## src/rtl/phasecalc_cordic_if.sv

```systemverilog
// Sample/result handshake bundle for the CORDIC phase calculator.
// The master supplies (x, y, tag) samples; the slave returns angle/magnitude results.
interface phasecalc_cordic_if #(
    parameter int INSIZE  = 13,
    parameter int OUTSIZE = 19,
    parameter int CHW     = 2
);
    logic                      in_valid;
    logic                      in_ready;
    logic signed [INSIZE-1:0]  x;
    logic signed [INSIZE-1:0]  y;
    logic [CHW-1:0]            in_chan;
    logic                      out_valid;
    logic signed [OUTSIZE-1:0] angle;
    logic [INSIZE:0]           mag;
    logic [CHW-1:0]            out_chan;

    modport master (
        output in_valid, x, y, in_chan,
        input  in_ready, out_valid, angle, mag, out_chan
    );

    modport slave (
        input  in_valid, x, y, in_chan,
        output in_ready, out_valid, angle, mag, out_chan
    );
endinterface

```

## src/rtl/phasecalc_cordic.sv

```systemverilog
// Iterative full-quadrant CORDIC vectoring unit: (x, y) -> angle in degrees*1024
// and gain-compensated magnitude, one micro-rotation per clock, valid/ready handshake.
module phasecalc_cordic #(
    parameter int INSIZE      = 13,
    parameter int OUTSIZE     = 19,
    parameter int ITER        = 16,
    parameter int ROMSIZE     = 16,
    parameter int COUNTERSIZE = 5,
    parameter int MAG_COMP    = 1,
    parameter int CHW         = 2
) (
    input  logic               i_clk,
    input  logic               i_rst_n,
    phasecalc_cordic_if.slave  s_if
);
    // Fractional guard bits keep truncation in the shifts from steering the
    // late, tiny rotations the wrong way.
    localparam int GUARD = 10;
    localparam int DW    = INSIZE + 2 + GUARD;
    localparam int ZW    = OUTSIZE + 2;
    localparam int MW    = INSIZE + 1;
    localparam logic signed [ZW-1:0]      Z_PI   = ZW'(184320);
    localparam logic signed [OUTSIZE-1:0] ANG_PI = OUTSIZE'(184320);

    typedef enum logic [1:0] {S_IDLE, S_ROTATE, S_DONE} state_t;

    state_t                    r_state, w_state_next;
    logic signed [DW-1:0]      r_xr, r_yr;
    logic signed [ZW-1:0]      r_z;
    logic [COUNTERSIZE-1:0]    r_iter;
    logic [CHW-1:0]            r_chan;
    logic                      r_zero, r_negaxis;
    logic signed [OUTSIZE-1:0] r_angle;
    logic [MW-1:0]             r_mag;
    logic [CHW-1:0]            r_out_chan;

    logic signed [DW-1:0] w_xe, w_ye, w_xr0, w_yr0;
    logic signed [ZW-1:0] w_z0;
    logic                 w_zero, w_negaxis;
    logic signed [DW-1:0] w_xs, w_ys, w_x_step, w_y_step;
    logic signed [ZW-1:0] w_atan, w_z_step;
    logic                 w_d, w_last;
    logic signed [DW-1:0] w_comp, w_mraw, w_mint;
    logic [MW-1:0]        w_mag;

    function automatic logic signed [ZW-1:0] atan_deg(input logic [COUNTERSIZE-1:0] idx);
        int v;
        case (int'(idx))
            0:       v = 46080;
            1:       v = 27203;
            2:       v = 14373;
            3:       v = 7296;
            4:       v = 3662;
            5:       v = 1833;
            6:       v = 917;
            7:       v = 458;
            8:       v = 229;
            9:       v = 115;
            10:      v = 57;
            11:      v = 29;
            12:      v = 14;
            13:      v = 7;
            14:      v = 4;
            15:      v = 2;
            16:      v = 1;
            default: v = 0;
        endcase
        if (int'(idx) >= ROMSIZE) v = 0;
        return ZW'(v);
    endfunction

    // Left half-plane samples are flipped by 180 degrees so the rotations converge.
    always_comb begin
        w_xe      = {{2{s_if.x[INSIZE-1]}}, s_if.x, {GUARD{1'b0}}};
        w_ye      = {{2{s_if.y[INSIZE-1]}}, s_if.y, {GUARD{1'b0}}};
        w_xr0     = w_xe;
        w_yr0     = w_ye;
        w_z0      = '0;
        w_zero    = (s_if.x == '0) && (s_if.y == '0);
        w_negaxis = s_if.x[INSIZE-1] && (s_if.y == '0);
        if (s_if.x[INSIZE-1]) begin
            w_xr0 = -w_xe;
            w_yr0 = -w_ye;
            w_z0  = s_if.y[INSIZE-1] ? -Z_PI : Z_PI;
        end
    end

    always_comb begin
        w_d      = ~r_yr[DW-1];
        w_xs     = r_xr >>> r_iter;
        w_ys     = r_yr >>> r_iter;
        w_atan   = atan_deg(r_iter);
        w_x_step = w_d ? (r_xr + w_ys)   : (r_xr - w_ys);
        w_y_step = w_d ? (r_yr - w_xs)   : (r_yr + w_xs);
        w_z_step = w_d ? (r_z  + w_atan) : (r_z  - w_atan);
        w_last   = (r_iter == COUNTERSIZE'(ITER - 1));
    end

    // 1/K ~= 0.60742; rounded back to integer and clamped to the unsigned output range.
    always_comb begin
        w_comp = (w_x_step >>> 1) + (w_x_step >>> 3) - (w_x_step >>> 6) - (w_x_step >>> 9);
        w_mraw = (MAG_COMP != 0) ? w_comp : w_x_step;
        w_mint = (w_mraw + DW'(1 << (GUARD - 1))) >>> GUARD;
        if (w_mint[DW-1])
            w_mag = '0;
        else if (|w_mint[DW-2:MW])
            w_mag = '1;
        else
            w_mag = w_mint[MW-1:0];
    end

    always_ff @(posedge i_clk or negedge i_rst_n) begin
        if (!i_rst_n) begin
            r_state    <= S_IDLE;
            r_xr       <= '0;
            r_yr       <= '0;
            r_z        <= '0;
            r_iter     <= '0;
            r_chan     <= '0;
            r_zero     <= 1'b0;
            r_negaxis  <= 1'b0;
            r_angle    <= '0;
            r_mag      <= '0;
            r_out_chan <= '0;
        end else begin
            r_state <= w_state_next;
            case (r_state)
                S_IDLE: begin
                    if (s_if.in_valid) begin
                        r_xr      <= w_xr0;
                        r_yr      <= w_yr0;
                        r_z       <= w_z0;
                        r_iter    <= '0;
                        r_chan    <= s_if.in_chan;
                        r_zero    <= w_zero;
                        r_negaxis <= w_negaxis;
                    end
                end
                S_ROTATE: begin
                    r_xr   <= w_x_step;
                    r_yr   <= w_y_step;
                    r_z    <= w_z_step;
                    r_iter <= r_iter + 1'b1;
                    if (w_last) begin
                        r_angle    <= r_zero ? '0 : (r_negaxis ? ANG_PI : w_z_step[OUTSIZE-1:0]);
                        r_mag      <= r_zero ? '0 : w_mag;
                        r_out_chan <= r_chan;
                    end
                end
                default: ;
            endcase
        end
    end

    always_comb begin
        w_state_next   = r_state;
        s_if.in_ready  = 1'b0;
        s_if.out_valid = 1'b0;
        case (r_state)
            S_IDLE: begin
                s_if.in_ready = 1'b1;
                if (s_if.in_valid) w_state_next = S_ROTATE;
            end
            S_ROTATE: if (w_last) w_state_next = S_DONE;
            S_DONE: begin
                s_if.out_valid = 1'b1;
                w_state_next   = S_IDLE;
            end
            default: w_state_next = S_IDLE;
        endcase
    end

    assign s_if.angle    = r_angle;
    assign s_if.mag      = r_mag;
    assign s_if.out_chan = r_out_chan;
endmodule

```

## src/flat_wrapper.sv

```systemverilog
// flat-port wrapper written by rule: the top's interface ports become plain ports
module phasecalc_cordic_flat 
#(
    parameter int INSIZE      = 13,
    parameter int OUTSIZE     = 19,
    parameter int ITER        = 16,
    parameter int ROMSIZE     = 16,
    parameter int COUNTERSIZE = 5,
    parameter int MAG_COMP    = 1,
    parameter int CHW         = 2
)
  (i_clk, i_rst_n, s_if_in_valid, s_if_x, s_if_y, s_if_in_chan, s_if_in_ready, s_if_out_valid, s_if_angle, s_if_mag, s_if_out_chan);
  phasecalc_cordic_if #(.INSIZE(INSIZE), .OUTSIZE(OUTSIZE), .CHW(CHW)) s_if_i ();
  input  logic i_clk;
  input  logic i_rst_n;
  input wire logic [$bits(s_if_i.in_valid)-1:0] s_if_in_valid;
  input wire logic [$bits(s_if_i.x)-1:0] s_if_x;
  input wire logic [$bits(s_if_i.y)-1:0] s_if_y;
  input wire logic [$bits(s_if_i.in_chan)-1:0] s_if_in_chan;
  output wire logic [$bits(s_if_i.in_ready)-1:0] s_if_in_ready;
  output wire logic [$bits(s_if_i.out_valid)-1:0] s_if_out_valid;
  output wire logic [$bits(s_if_i.angle)-1:0] s_if_angle;
  output wire logic [$bits(s_if_i.mag)-1:0] s_if_mag;
  output wire logic [$bits(s_if_i.out_chan)-1:0] s_if_out_chan;
  assign s_if_i.in_valid = s_if_in_valid;
  assign s_if_i.x = s_if_x;
  assign s_if_i.y = s_if_y;
  assign s_if_i.in_chan = s_if_in_chan;
  assign s_if_in_ready = s_if_i.in_ready;
  assign s_if_out_valid = s_if_i.out_valid;
  assign s_if_angle = s_if_i.angle;
  assign s_if_mag = s_if_i.mag;
  assign s_if_out_chan = s_if_i.out_chan;
  phasecalc_cordic #(.INSIZE(INSIZE), .OUTSIZE(OUTSIZE), .ITER(ITER), .ROMSIZE(ROMSIZE), .COUNTERSIZE(COUNTERSIZE), .MAG_COMP(MAG_COMP), .CHW(CHW)) u_core (.i_clk(i_clk), .i_rst_n(i_rst_n), .s_if(s_if_i));
endmodule
```

## config.mk

```make
export PLATFORM = sky130hd
export DESIGN_NAME = phasecalc_cordic_flat
export DESIGN_NICKNAME = d
export VERILOG_FILES = /design/src/rtl/phasecalc_cordic_if.sv /design/src/rtl/phasecalc_cordic.sv /design/src/flat_wrapper.sv
export SDC_FILE = /design/constraint.sdc
export NUM_CORES = 1
export LEC_CHECK = 0
export ABC_AREA = 1
export ABC_CLOCK_PERIOD_IN_PS = 11170
export CORE_AREA = 2 2 229 231
export CTS_CLUSTER_DIAMETER = 200
export DETAILED_ROUTE_END_ITERATION = 8
export DIE_AREA = 0 0 231 233
export PLACE_DENSITY = 0.43
export SYNTH_ARGS = -nofsm -noshare
export SYNTH_HDL_FRONTEND = slang
export SYNTH_SLANG_ARGS = --single-unit
```

## constraint.sdc

```tcl
create_clock -name i_clk -period 11.17 [get_ports i_clk]
set_clock_uncertainty 0.05 [all_clocks]
set_input_delay 1.117 -clock i_clk [delete_from_list [all_inputs] [get_ports i_clk]]
set_output_delay 1.117 -clock i_clk [all_outputs]
set_load 0.005 [all_outputs]
```

==> impl_metrics.toml, run 1 <==
[final_layout]
register_area_mm2 = 0.00288
n_antenna_cell = 0
nets = 2603
area_growth_pct = 12.0
fill_cells = 5742
layout-drive-gt1-share_pct = 4.88
fin_area_mm2 = 0.0171
fin_cells = 3099
multi_input_area_mm2 = 0.0109

[place]
dp.cells = 3068
dpl.hpwl_um = 43800
io_buffers = 67
placed_area_mm2 = 0.0165
routabilityCongestion = 0.894

[clocking]
root_buffer = "clkbuf_16"
cts.reportedPaths.clkPinSlew_ns = 0.06
clkLatencyLatePin_ns = 0.48
clock_path_buffers = 2
clkSinkCount = 115
post_cts_resized = 0
ctsHoldBuffers = 0
cts_made_buffers = 17
tritoncts = "done"
cts_max_level = 4
post_cts_buffers = 0

[critical_path]
critPathMaxStageDelay_ns = 0.68
worst-endpoint-required_ns = 11.51
critical-path-slowest-cell = "inv_2"
end_kind = "register"
cp_max_fo = 46
start_kind = "register"
crit_type = "reg -> reg"
cp-startpoint = "u_core.r_iter[2]"
regToRegStartpoint = "u_core.r_iter[2]"
cp.arrival_ns = 9.49

[drt]
wl_per_cell_um = 17.8
vias = 15700
drt-total-wl_um = 55100
drt_iter0_drc = 1163
avgViaCountPerCell = 5.08
firstDrtPassIters = 6
postRouteAntennaNets = 0
route.detailed.drc = 0

[sta]
finalSetupViolCount = 0
fmax_mhz = 109
slew_viol_final = 0
rsz0062_at_grt = "no"
period_minus_slack_ns = 9.15
tightestPinTransition_ns = 0.938
fin_setup_tns_ns = 0
slew_headroom_pct = 37.5
timing.hold.ws_ns = 0.397
fin_crit_sh_pct = 82.0
hold_viol_final = 0

[grt]
grt_max_degree = 67
grt_pass1_vias = 15400
grt_overflow = 0
grt_usage_pct = 20.8
grt_antenna_before_repair = 0
grt_pass1_wl_um = 86400

[floorplanning]
die_w_um = 231
core.rowCount = 83
pin_count = 68
die_h_um = 233
initial_core_util_pct = 29.8
dieArea_mm2 = 0.0538
core_area_mm2 = 0.0511

[synth]
avgSynthCellArea_um2 = 6.39
synthCells = 2386
ys_warn_count = 0
ys_ff_latch = 115
postSynth.asyncResetShare_pct = 100
synthTopCellsByArea = "dfrtp_1, nand2_1, ha_1, nand3_1, inv_1"
netlist.area_leader.share_pct = 18.9
yosysTopAreaCell = "dfrtp_1"
synth_area_mm2 = 0.0152
synth.distinct_cells = 60
synth_ff_type = "dfrtp_1"
syn-num-nets = 2582
yosysSeqAreaShare_pct = 18.9
synth_edf_count = 0

[job]
cap_violations = 0

[worst_hold_path]
hp-class = "in -> async"

[outcome]
status = "finished clean"
per-stage QoR:
| step | worst slack, ns | util (%) |
|---|---|---|
| 2_1_floorplan | 4.28 | - |
| 3_3_place_gp | 2.03 | 32.2 |
| 3_5_place_dp | 1.96 | 32.2 |
| 4_1_cts | 1.94 | 33.4 |
| 5_1_grt | 1.28 | 33.4 |
| 6_report | 2.02 | 33.4 |
placed cells by master (no fill, tap or decap), types with 16 or more instances in the layout:
| cell type | synthesis | routed |
|---|---|---|
| clkdlybuf4s50_1 | 0 | 66 |
| nor2_1 | 158 | 157 |
| inv_1 | 271 | 271 |
| nand2_1 | 663 | 662 |
| or2_2 | 16 | 16 |
| nor3_1 | 27 | 27 |
| ha_1 | 134 | 134 |
| clkbuf_16 | 0 | 17 |
| a31oi_1 | 16 | 16 |
| o21ai_0 | 191 | 191 |
| xor2_1 | 71 | 71 |
| dfrtp_1 | 115 | 114 |
| xnor2_1 | 35 | 35 |
| a21oi_1 | 142 | 142 |
| nand3_1 | 251 | 251 |
| buf_4 | 16 | 17 |
| fa_1 | 31 | 31 |
kinds of logic (layout without fill, tap and decap cells):
kind of cell | count (synthesis) | count (layout) | share of synthesized area, %
xor gates and xnor gates | 106 | 106 | 6.09
AOI/OAI and AO/OA | 456 | 456 | 17.0
buffers and inverters | 362 | 395 | 9.73
and+or+nand+nor | 1182 | 1182 | 33.2
adders and majority gates | 165 | 165 | 15.1
DFF | 115 | 115 | 18.9
Yosys cell counts (2+ instances only):
library cell,n
clkbuf_1,32
o31ai_1,7
o211ai_1,15
nand2_1,663
a22o_1,2
xnor2_1,35
o21ai_2,4
nor2_4,4
o21ai_1,7
inv_2,6
o21ai_0,191
nor2_2,8
a21o_1,5
nor4_1,6
buf_1,11
a31o_2,2
inv_1,271
buf_4,16
nor2_1,158
buf_6,5
nand3_1,251
nand3_2,9
a31oi_1,16
nor3_1,27
fa_1,31
inv_4,2
nand2_2,11
a21oi_1,142
nand4_1,15
xor2_1,71
clkinv_1,2
o21bai_1,12
or2_2,16
ha_1,134
nand3b_1,4
o22ai_1,13
a21oi_2,2
o21a_1,13
or2_1,3
dfrtp_1,115
a2bb2oi_1,6
o221ai_1,9
buf_2,17
worst max-delay path: cells and delay by family, from the launching register on:
family | cells | cell delay (ns)
simple gates | 15 | 2.76
compound gates | 10 | 2.16
fa+ha+maj | 6 | 1.88
buf+inv | 5 | 1.36
xor+xnor | 1 | 0.50
flops | 1 | 0.35
area by class of cell:
type / instances / area share, %
Clock buffer: 19 / 2.59
Clock inverter: 12 / 0.931
Inverter: 281 / 6.21
Multi-Input combinational cell: 1909 / 63.8
Sequential cell: 115 / 16.9
Tap cell: 680 / 4.98
Timing Repair Buffer: 83 / 4.62
sequential cells by signal, indices dropped and copies added, names as in the netlist:
name	count
u_core.s_if.angle	19
u_core.r_zero	1
u_core.r_negaxis	1
u_core.r_xr	25
u_core.s_if.mag	14
u_core.r_z	19
u_core.r_yr	25
u_core.s_if.out_chan	2
u_core.r_iter	5
u_core.r_state	2
u_core.r_chan	2
worst paths after layout:
path | to | slack (ns) | cells after the start
max in group asynchronous | u_core.r_yr[14] | 8.92 | 3
min in group i_clk | u_core.r_zero | 0.43 | 2
min | u_core.s_if.mag[3] | 0.40 | 1
max reg2reg | u_core.s_if.mag[5] | 2.02 | 37
min reg2reg | u_core.r_zero | 0.43 | 2
max | u_core.s_if.mag[5] | 2.02 | 37
layer usage:
metal  up-vias  wire [µm]  GRT usage [%]
li1       7957          -              -
met3        72       2200           3.54
met1      7389      25900           27.3
met2       311      25500           34.2
met4         0       1540           7.30
met5         -          0              0
Power of run 1 is not shown: default switching activity piles up to over one toggle a cycle in this logic, so the estimate is an artifact.
==> inputs of run 2 (changes only) <==
--- a/config.mk
+++ b/config.mk
@@ -6,7 +6,7 @@
 export NUM_CORES = 1
 export LEC_CHECK = 0
 export ABC_AREA = 1
-export ABC_CLOCK_PERIOD_IN_PS = 11170
+export ABC_CLOCK_PERIOD_IN_PS = 9500
 export CORE_AREA = 2 2 229 231
 export CTS_CLUSTER_DIAMETER = 200
 export DETAILED_ROUTE_END_ITERATION = 8
==> constraint.sdc (replaced) <==
create_clock -name i_clk -period 9.5 [get_ports i_clk]
set_clock_uncertainty 0.05 [all_clocks]
set_input_delay 0.95 -clock i_clk [delete_from_list [all_inputs] [get_ports i_clk]]
set_output_delay 0.95 -clock i_clk [all_outputs]
set_load 0.005 [all_outputs]
==> impl_metrics.toml, run 2 (synthesis gave the netlist of run 1 again) <==
[outcome]
status = "finished clean"

[sta]
finalSetupViolCount = 0
fmax_mhz = 117
fin_crit_sh_pct = 89.9
period_minus_slack_ns = 8.54
slew_headroom_pct = 41.8
slew_viol_final = 0
hold_viol_final = 0
tightestPinTransition_ns = 0.873
rsz0062_at_grt = "no"
fin_setup_tns_ns = 0

[clocking]
post_cts_buffers = 0
cts.reportedPaths.clkPinSlew_ns = 0.07
clkSinkCount = 115
post_cts_resized = 0
cts_max_level = 4
clkLatencyLatePin_ns = 0.50
root_buffer = "clkbuf_16"
ctsHoldBuffers = 0
tritoncts = "done"
clock_path_buffers = 2
cts_made_buffers = 17

[critical_path]
cp_max_fo = 51
crit_family = "compound AO/OA/AOI/OAI gates"
critical-path-slowest-cell = "dfrtp_2"
end_kind = "register"
cp.arrival_ns = 8.90
cp.depth = 37
worst_path_most_repeated_cell = "o21ai_0"
critPathMaxStageDelay_ns = 0.54
path_buf_inv = 4
start_kind = "register"
worst-endpoint-required_ns = 9.86
crit_type = "reg -> reg"
ff2ff_path_depth = 37

[drt]
firstDrtPassIters = 5
drt_iter0_drc = 1028
drt-total-wl_um = 55300
avgViaCountPerCell = 5.06
vias = 15700
route.detailed.drc = 0
postRouteAntennaNets = 0
wl_per_cell_um = 17.8

[place]
dpl.hpwl_um = 44100
io_buffers = 67
routabilityCongestion = 0.886

[final_layout]
area_growth_pct = 12.6
nets = 2614
layout_common_cells = "nand2_1, inv_1, nand3_1"
layout-drive-gt1-share_pct = 5.47
final_common_cell = "nand2_1"
n_antenna_cell = 0
top_regs = "u_core.r_xr (25), u_core.r_yr (25)"

[floorplanning]
pin_count = 68
core_area_mm2 = 0.0511
die_h_um = 233
die_w_um = 231
core.rowCount = 83
initial_core_util_pct = 29.8
dieArea_mm2 = 0.0538

[worst_hold_path]
hp-class = "reg -> reg"
min_path_cells = 2

[grt]
grt_pass1_vias = 15400
grt_usage_pct = 20.9
grt_max_degree = 67
grt_pass1_wl_um = 86600
grt_antenna_before_repair = 0
grt_overflow = 0

[job]
cap_violations = 0
[run 2: changes by cell type in the layout (fill, tap and decap cells not counted), sizes merged]
cell	delta
buf	+11
bufinv	-1
clkinv	+1
clkinvlp	-3
inv	+4
[run 2: stage by stage]
step / worst slack [ns] / hold WS, ns / util [%] / std cells / area [µm²]
after floorplan: 2.61 / 0.397 / - / 2386 / 15200
after global placement: 0.916 / 0.417 / 32.4 / 3079 / 16600
after detailed placement: 0.653 / 0.422 / 32.4 / 3079 / 16600
after CTS: 0.617 / 0.440 / 33.6 / 3111 / 17100
after global routing: 0.127 / 0.456 / 33.6 / 3111 / 17200
final: 0.959 / 0.433 / 33.6 / 3111 / 17200
[run 2: path summary, 6_finish.rpt]
check / endpoint / slack, ns / startpoint
worst max-delay path: u_core.s_if.mag[5] / 0.96 / u_core.r_iter[0]
worst min-delay path: u_core.s_if.mag[8] / 0.43 / u_core.s_if.mag[8]
worst max register to register: u_core.s_if.mag[5] / 0.96 / u_core.r_iter[0]
worst min register to register: u_core.s_if.mag[8] / 0.43 / u_core.s_if.mag[8]
max in group asynchronous: u_core.r_iter[0] / 7.46 / i_rst_n
min in group asynchronous: u_core.s_if.mag[5] / 0.51 / i_rst_n
[run 2: worst register-to-register path, delay by kind of cell, from the launching register on]
family | cells | cell delay [ns]
xor gates and xnor gates | 1 | 0.33
adders and majority gates | 6 | 1.84
AOI/OAI and AO/OA | 12 | 2.67
DFF | 1 | 0.54
buffers and inverters | 4 | 0.68
and+or+nand+nor | 14 | 2.36
[run 2: area by class of cell]
| class | instances | area (µm²) |
|---|---|---|
| Inverter | 281 | 1060 |
| Tap cell | 680 | 851 |
| Clock buffer | 19 | 443 |
| Fill cell | 5713 | 33900 |
| Clock inverter | 13 | 150 |
| Multi-Input combinational cell | 1909 | 10900 |
| Sequential cell | 115 | 2880 |
| Timing Repair Buffer | 94 | 875 |
[run 2: routing by layer]
| metal | share of wire [%] | global-route usage (%) | wire length (µm) |
|---|---|---|---|
| met3 | 3.5 | 3.46 | 1930 |
| met4 | 3.0 | 7.56 | 1660 |
| met2 | 46 | 34.2 | 25500 |
| met1 | 47 | 27.7 | 26200 |
| met5 | 0 | 0 | 0 |
Power of run 2 is left out for the same reason.
